==> src/rtl/reduceron_io_sink.sv <==
`default_nettype none
// +-------------------------------------------------------------------------+
// | Module   : reduceron_io_sink                                            |
// | Brief    : Reduceron IO write sink; queues TX_ADDR bytes in a FIFO and  |
// |            sends them as 8N1 serial on txd. IOSINK_LEDS_EN adds an      |
// |            8-bit LED register at LED_ADDR.                              |
// | Revision : 1.0                                                          |
// +-------------------------------------------------------------------------+
module reduceron_io_sink #(
   parameter int          DIVISOR   = 434,
   parameter int          FIFO_LOG2 = 4,
   parameter logic [14:0] TX_ADDR   = 15'd0,
   parameter logic [14:0] LED_ADDR  = 15'd1
) (
   input  logic        clock,
   input  logic        reset,
   input  logic        iowrite,
   input  logic [14:0] ioaddr,
   input  logic [14:0] iowd,
   output logic        txd,
   output logic        busy,
   output logic        full,
   output logic        overflow
`ifdef IOSINK_LEDS_EN
   ,
   output logic [7:0]  leds
`endif
);

   localparam int                 C_DEPTH   = 1 << FIFO_LOG2;
   localparam logic [15:0]        C_RELOAD  = 16'(DIVISOR - 1);
   localparam logic [FIFO_LOG2:0] C_FULL    = (FIFO_LOG2 + 1)'(C_DEPTH);
   localparam logic [FIFO_LOG2:0] C_CNT_ONE = (FIFO_LOG2 + 1)'(1);
   localparam logic [FIFO_LOG2-1:0] C_PTR_ONE = FIFO_LOG2'(1);

   typedef enum logic [1:0] {
      S_IDLE  = 2'd0,
      S_START = 2'd1,
      S_DATA  = 2'd2,
      S_STOP  = 2'd3
   } state_t;

   state_t               r_state, w_state_nx;
   logic [15:0]          r_baud, w_baud_nx;
   logic [2:0]           r_bit, w_bit_nx;
   logic [7:0]           r_shift, w_shift_nx;
   logic                 r_txd, w_txd_nx;
   logic                 w_pop;

   logic [7:0]           r_mem [C_DEPTH];
   logic [FIFO_LOG2-1:0] r_rd_ptr, r_wr_ptr;
   logic [FIFO_LOG2:0]   r_count;
   logic                 r_overflow;
   logic                 w_push_req, w_push;

   assign w_push_req = iowrite && (ioaddr == TX_ADDR);
   assign full       = (r_count == C_FULL);
   // A full FIFO still accepts a byte when the transmitter frees a slot on this edge.
   assign w_push     = w_push_req && (!full || w_pop);
   assign busy       = (r_count != '0) || (r_state != S_IDLE);
   assign txd        = r_txd;
   assign overflow   = r_overflow;

   always_comb begin
      w_state_nx = r_state;
      w_baud_nx  = r_baud;
      w_bit_nx   = r_bit;
      w_shift_nx = r_shift;
      w_pop      = 1'b0;
      w_txd_nx   = 1'b1;
      case (r_state)
         S_IDLE: begin
            if (r_count != '0) begin
               w_pop      = 1'b1;
               w_shift_nx = r_mem[r_rd_ptr];
               w_bit_nx   = 3'd0;
               w_baud_nx  = C_RELOAD;
               w_state_nx = S_START;
            end
         end
         S_START: begin
            if (r_baud == '0) begin
               w_baud_nx  = C_RELOAD;
               w_state_nx = S_DATA;
            end else begin
               w_baud_nx = r_baud - 16'd1;
            end
         end
         S_DATA: begin
            if (r_baud == '0) begin
               w_baud_nx  = C_RELOAD;
               w_shift_nx = {1'b0, r_shift[7:1]};
               w_bit_nx   = r_bit + 3'd1;
               if (r_bit == 3'd7) begin
                  w_state_nx = S_STOP;
               end
            end else begin
               w_baud_nx = r_baud - 16'd1;
            end
         end
         S_STOP: begin
            if (r_baud == '0) begin
               w_state_nx = S_IDLE;
            end else begin
               w_baud_nx = r_baud - 16'd1;
            end
         end
         default: w_state_nx = S_IDLE;
      endcase
      // Line level is registered from the upcoming state so txd changes on the state edge.
      case (w_state_nx)
         S_START: w_txd_nx = 1'b0;
         S_DATA:  w_txd_nx = w_shift_nx[0];
         default: w_txd_nx = 1'b1;
      endcase
   end

   always_ff @(posedge clock or posedge reset) begin
      if (reset) begin
         r_state    <= S_IDLE;
         r_baud     <= '0;
         r_bit      <= '0;
         r_shift    <= '0;
         r_txd      <= 1'b1;
         r_rd_ptr   <= '0;
         r_wr_ptr   <= '0;
         r_count    <= '0;
         r_overflow <= 1'b0;
      end else begin
         r_state <= w_state_nx;
         r_baud  <= w_baud_nx;
         r_bit   <= w_bit_nx;
         r_shift <= w_shift_nx;
         r_txd   <= w_txd_nx;
         if (w_pop) begin
            r_rd_ptr <= r_rd_ptr + C_PTR_ONE;
         end
         if (w_push) begin
            r_wr_ptr <= r_wr_ptr + C_PTR_ONE;
         end
         if (w_push && !w_pop) begin
            r_count <= r_count + C_CNT_ONE;
         end else if (!w_push && w_pop) begin
            r_count <= r_count - C_CNT_ONE;
         end
         if (w_push_req && !w_push) begin
            r_overflow <= 1'b1;
         end
      end
   end

   // Storage needs no reset; emptiness is tracked by r_count alone.
   always_ff @(posedge clock) begin
      if (w_push) begin
         r_mem[r_wr_ptr] <= iowd[7:0];
      end
   end

`ifdef IOSINK_LEDS_EN
   logic [7:0] r_leds;
   logic       w_unused;

   always_ff @(posedge clock or posedge reset) begin
      if (reset) begin
         r_leds <= '0;
      end else if (iowrite && (ioaddr == LED_ADDR)) begin
         r_leds <= iowd[7:0];
      end
   end

   assign leds     = r_leds;
   assign w_unused = ^iowd[14:8];
`else
   logic w_unused;
   assign w_unused = ^{iowd[14:8], LED_ADDR};
`endif

endmodule
`default_nettype wire
==> config.mk <==
export PLATFORM = sky130hd
export DESIGN_NAME = reduceron_io_sink
export DESIGN_NICKNAME = d
export VERILOG_FILES = /design/src/rtl/reduceron_io_sink.sv
export SDC_FILE = /design/constraint.sdc
export NUM_CORES = 1
export LEC_CHECK = 0
export BUFFER_PORTS_ARGS = -buffer_cell sky130_fd_sc_hd__buf_4
export CORE_UTILIZATION = 60
export DETAILED_ROUTE_END_ITERATION = 8
export PLACE_DENSITY = 0.8
export SYNTH_ARGS = -nofsm -noshare
export SYNTH_HDL_FRONTEND = slang
export SYNTH_SLANG_ARGS = --single-unit
==> constraint.sdc <==
create_clock -name clock -period 4.7 [get_ports clock]
set_input_delay 1.41 -clock clock [delete_from_list [all_inputs] [get_ports clock]]
set_output_delay 1.41 -clock clock [all_outputs]
set_load 0.02 [all_outputs]
==> impl_metrics.json, run 1 <==
{
  "synth-main-ff-cell": "edfxtp_1",
  "timing.final.hold_violations": 0,
  "rsz0062_at_grt": "no",
  "yosysTopAreaCell": "edfxtp_1",
  "cts-buffers-inserted": 17,
  "place_congestion": 0.836,
  "total_power_mw": 3.07,
  "max_stage_delay_ps": 610,
  "cts_num_sinks": 172,
  "syn_area_per_cell_sq_um": 15.0,
  "p_sw_mw": 0.624,
  "synth.area.top_cells": "edfxtp_1, dfrtp_1, mux4_2",
  "relSlewSlack": 0.286,
  "die_h_um": 114,
  "status": "completed",
  "clkTransAtPathRegs_ps": 70,
  "combinationalPowerShare": 0.013,
  "wl_um": 15300,
  "num_io_pins": 37,
  "n_antenna_cell": 0,
  "overflow": 0,
  "areaGrowthSynthToFinish_pct": 13.3,
  "yosysSeqAreaShare": 0.657,
  "seq_power_share": 0.532,
  "netlist_area_sq_um": 7530,
  "grt_max_degree": 45,
  "internal-power_mw": 2.44,
  "max-vdd-ir-drop_mv": 0.520,
  "cp_top_family": "simple AND/OR/NAND/NOR gates",
  "antenna_found_initial": 0,
  "dr.first_iter.drc_count": 443,
  "crit_chain": "nor4_1 -> and3_1 -> inv_1 -> buf_4",
  "yosysUniqueCellTypes": 58,
  "nNetsFinal": 592,
  "worst_slew_pin_slew_ps": 1070,
  "cts_resized": 0,
  "netlist_instances": 503,
  "swShare": 0.203,
  "path_max_fanout": 6,
  "skew_ps": 10.4,
  "slew_viol_final": 0,
  "synth_top_area_frac": 0.510,
  "drc": 0,
  "placed_area_sq_um": 7950,
  "cts_hold_buffers": 0,
  "maxCapViolCount": 0,
  "die_w_um": 114,
  "fin_crit_ps": 3530,
  "critical_path_class": "reg2out",
  "final_area_sq_um": 8530,
  "endpoint_kind": "output pin",
  "synth-edff-count": 128,
  "start_kind": "flop",
  "crit_buf_inv": 2,
  "hold_class": "reg2reg",
  "r2r_slack_ps": 1270,
  "cts_tree": "yes",
  "fmax_ghz": 0.283,
  "cts_buffer_depth": 2,
  "avgRoutedWirePerCell_um": 21.2,
  "portBuffers": 29,
  "cts-root-buf": "clkbuf_16",
  "viasPerCell": 6.30,
  "vias": 4538,
  "power.density_nw_per_um2": 360,
  "setup_viol": 0,
  "h-tree-depth": 4,
  "synth_seq_cells": 172,
  "final_cells": 720,
  "p_leak_nw": 3.10,
  "drive_gt1_frac": 0.208,
  "fin_setup_tns_ps": 0,
  "rows": 40,
  "grt_pass1_vias": 4625,
  "clock_latency_ps": 420,
  "dpl.hpwl_um": 9730,
  "hold_ws_ps": 476,
  "coreArea_sq_um": 12100,
  "grt_pass1_wl_um": 24500,
  "finalCritPeriodShare": 0.751,
  "critPathSlowestCell": "nor4_1",
  "clockPowerShare": 0.454,
  "die-area_sq_um": 13000,
  "ant_nets": 0,
  "crit_arrival_ps": 2120,
  "required_ps": 3290,
  "post_cts_buffers": 0,
  "first_pass_iters": 5,
  "yosys_warnings": 0,
  "start_util": 0.622,
  "dp_cells": 689,
  "grtUsageTotal": 0.260,
  "syn-num-nets": 555,
  "ys_async_sr_fraction": 0.256
}
==> final timing paths <==
check | from | to | cells past startpoint
max | r_count[0]$_DFFE_PP0P_ | busy | 4
min | overflow$_DFFE_PP0P_ | overflow$_DFFE_PP0P_ | 2
max reg2reg | r_count[0]$_DFFE_PP0P_ | r_count[4]$_DFFE_PP0P_ | 11
min reg2reg | overflow$_DFFE_PP0P_ | overflow$_DFFE_PP0P_ | 2
max in group asynchronous | reset | r_rd_ptr[0]$_DFFE_PP0P_ | 3
min in group asynchronous | reset | r_count[1]$_DFFE_PP0P_ | 3
==> power groups by stage <==
stage	combinational (mW)	sequential, mW	clock (mW)
finish	0.0408	1.63	1.39
CTS	0.0413	1.63	1.40
global placement	0.0380	1.67	0
floorplan	0.00657	1.67	0
global route	0.0451	1.63	1.46
detailed placement	0.0413	1.67	0
==> metrics by stage <==
| stage | util | setup WS, ps |
|---|---|---|
| floorplan | - | 1030 |
| global placement | 0.656 | 859 |
| global route | 0.704 | 952 |
| CTS | 0.704 | 1180 |
| finish | 0.704 | 1170 |
| detailed placement | 0.656 | 849 |
==> metal layers <==
metal,share of wire,vias up,track usage
met1,0.41,2253,0.343
met5,0,-,0
met3,0.066,28,0.0670
met2,0.50,205,0.420
li1,-,2052,-
met4,0.021,0,0.102
==> tightest hold or removal path: stages, from the launching register on <==
cell     delay [ps]
dfrtp_1         350
inv_1            40
o31ai_1          50
==> registers in the layout, summed over array words and instances (netlist names) <==
name and count:
r_wr_ptr 4, r_state 2, r_mem 128, r_rd_ptr 4, txd 1, r_baud 16
r_bit 3, r_count 5, r_shift 8, overflow 1
==> logic make-up after synthesis <==
logic type               Yosys count  synth area share
AO/OA/AOI/OAI                     97            0.0881
multiplexers                      38            0.0997
adder cells (fa/ha/maj)           19            0.0326
buffers and inverters             41            0.0224
AND/OR/NAND/NOR                  125            0.0877
XOR/XNOR                          11            0.0128
flip-flops                       172             0.657
==> synthesized netlist by cell type, drive strengths merged (2+ instances only) <==
| cell type | n |
|---|---|
| a2111oi | 2 |
| o32a | 2 |
| a21boi | 2 |
| nand4 | 4 |
| a211oi | 2 |
| ha | 18 |
| xnor2 | 10 |
| nor4 | 12 |
| a21o | 3 |
| o41ai | 4 |
| nor3 | 10 |
| o31ai | 4 |
| or3 | 2 |
| nor4b | 2 |
| a31oi | 3 |
| clkbuf | 9 |
| a22oi | 18 |
| nor2b | 4 |
| a21oi | 27 |
| nor2 | 30 |
| mux2 | 6 |
| mux2i | 3 |
| or4b | 2 |
| a22o | 4 |
| dfrtp | 43 |
| mux4 | 29 |
| and2 | 6 |
| buf | 13 |
| nand2b | 2 |
| and3 | 4 |
| edfxtp | 128 |
| inv | 19 |
| nand3 | 12 |
| o22ai | 4 |
| or4 | 6 |
| o21ai | 15 |
| nand2 | 27 |
==> cells in the final DEF, fill, tap and decap left out, types with 3 or more instances in the layout <==
cell,netlist,final
mux2_2,6,6
clkbuf_16,0,17
nor2b_1,4,4
dfrtp_1,43,42
or4_1,4,4
nor3_1,10,10
nor4_1,11,11
xnor2_1,10,10
o21ai_0,12,12
a21oi_1,27,27
mux2i_1,3,3
a22o_1,4,4
nand3_1,12,12
inv_1,19,18
o22ai_1,4,4
a31oi_1,3,3
and3_1,4,4
a22oi_1,18,18
nor2_1,30,30
o41ai_1,4,4
buf_4,2,40
nand2_1,27,27
o31ai_1,4,4
inv_6,0,5
ha_1,18,18
mux4_2,29,29
and2_1,6,6
nand4_1,4,4
edfxtp_1,128,128
a21o_1,3,3
==> area by class of cell <==
class | instances | area (sq um)
repair buffers | 40 | 300
clock inverters | 13 | 155
clock buffers | 18 | 429
multi-input cells | 290 | 2420
inverters | 19 | 71.3
flip-flops and latches | 172 | 4950
fillers | 798 | 3580
well taps | 168 | 210
Power figures use the tool's default switching activity.
==> run 2: changes to the inputs <==
==> constraint.sdc (replaced) <==
create_clock -name clock -period 3.6 [get_ports clock]
set_input_delay 1.08 -clock clock [delete_from_list [all_inputs] [get_ports clock]]
set_output_delay 1.08 -clock clock [all_outputs]
set_load 0.02 [all_outputs]
==> impl_metrics.json, run 2 (synthesis gave the netlist of run 1 again) <==
{
  "fin_crit_ps": 3060,
  "start_kind": "flop",
  "finalCritPeriodShare": 0.850,
  "critical_path_class": "reg2out",
  "grtUsageTotal": 0.264,
  "timing.final.hold_violations": 0,
  "avgRoutedWirePerCell_um": 21.2,
  "wl_um": 15500,
  "use_met1": 0.357,
  "path_max_fanout": 6,
  "final_area_sq_um": 8590,
  "die_h_um": 114,
  "clock_latency_ps": 420,
  "cts-buffers-inserted": 17,
  "use_met3": 0.0611,
  "largest_reg_flops": 128,
  "grt_pass1_wl_um": 24800,
  "rows": 40,
  "p_leak_nw": 3.14,
  "layout_common_cells": "edfxtp_1, buf_4, dfrtp_1, nor2_1, mux4_2",
  "dp_cells": 701,
  "placed_area_sq_um": 8040,
  "die-area_sq_um": 13000,
  "largestRegisters": "r_mem x128, r_baud x16, r_shift x8",
  "status": "completed",
  "first_pass_iters": 5,
  "relSlewSlack": 0.322,
  "crit_arrival_ps": 1980,
  "final_cells": 733,
  "vias": 4615,
  "overflow": 0,
  "fmax_ghz": 0.327,
  "busiest_layer": "met2",
  "drc": 0,
  "n_antenna_cell": 0,
  "maxCapViolCount": 0,
  "dr.first_iter.drc_count": 406,
  "cts-root-buf": "clkbuf_16",
  "cts_resized": 0,
  "slew_viol_final": 0,
  "layout_commonest_cell": "edfxtp_1",
  "endpoint_kind": "output pin",
  "grt_max_degree": 38,
  "viasPerCell": 6.30,
  "antenna_found_initial": 0,
  "use_met2": 0.423,
  "cts_hold_buffers": 0,
  "clkTransAtPathRegs_ps": 70,
  "die_w_um": 114,
  "hold_class": "reg2reg",
  "cts_tree": "yes",
  "portBuffers": 29,
  "post-route-util": 0.710,
  "dpl.hpwl_um": 10200,
  "place_congestion": 0.823,
  "rsz0062_at_grt": "no",
  "ant_nets": 0,
  "num_io_pins": 37,
  "areaGrowthSynthToFinish_pct": 14.1,
  "coreArea_sq_um": 12100,
  "power.density_nw_per_um2": 451,
  "worst_slew_pin_slew_ps": 1010,
  "drive_gt1_frac": 0.228,
  "cts_buffer_depth": 2,
  "grt_pass1_vias": 4582,
  "nNetsFinal": 604,
  "setup_viol": 0,
  "required_ps": 2520,
  "cts_num_sinks": 172,
  "start_util": 0.622,
  "post_cts_buffers": 0,
  "skew_ps": 5.75,
  "fin_setup_tns_ps": 0,
  "h-tree-depth": 4,
  "top_register": "r_mem",
  "max-vdd-ir-drop_mv": 0.426
}
## run 2: path summary, 6_finish.rpt
path,slack [ps],to,cells after the start,from
max in group asynchronous,2040,txd$_DFF_PP1_,3,reset
min in group asynchronous,770,r_count[1]$_DFFE_PP0P_,2,reset
min reg2reg,480,overflow$_DFFE_PP0P_,2,overflow$_DFFE_PP0P_
max reg2reg,590,r_count[4]$_DFFE_PP0P_,11,r_count[0]$_DFFE_PP0P_
min,480,overflow$_DFFE_PP0P_,2,overflow$_DFFE_PP0P_
max,540,busy,5,r_count[0]$_DFFE_PP0P_
## run 2: per-layer routing
| metal | up-vias | wire (um) |
|---|---|---|
| li1 | 2072 | - |
| met1 | 2292 | 6230 |
| met2 | 211 | 7730 |
| met3 | 40 | 1140 |
| met4 | 0 | 406 |
| met5 | - | 0 |
## run 2: final cells by class
| type | count | area (sq um) |
|---|---|---|
| Timing Repair Buffer | 52 | 390 |
| Tap cell | 168 | 210 |
| Inverter | 19 | 71.3 |
| Fill cell | 787 | 3520 |
| Clock buffer | 17 | 425 |
| Sequential cell | 172 | 4950 |
| Multi-Input combinational cell | 290 | 2420 |
| Clock inverter | 15 | 133 |
## run 2: metrics by stage
| stage | setup WS (ps) | hold slack [ps] | power (mW) |
|---|---|---|---|
| 6_report | 541 | 476 | 3.88 |
| 4_1_cts | 547 | 486 | 3.90 |
| 3_3_place_gp | 299 | 455 | 2.22 |
| 2_1_floorplan | 257 | 446 | 2.18 |
| 5_1_grt | 370 | 512 | 3.98 |
| 3_5_place_dp | 238 | 471 | 2.23 |
## run 2: worst max-delay path: stages (launching register included)
cell     delay (ps)
dfrtp_1         440
nor4_1          370
buf_4           190
and3_1          220
inv_1           140
buf_4           190
## run 2: report_power, final
| part | switching (mW) | internal, mW |
|---|---|---|
| Clock | 0.789 | 0.904 |
| Combinational | 0.0341 | 0.0191 |
| Sequential | 0.000138 | 2.13 |
| Total | 0.823 | 3.06 |
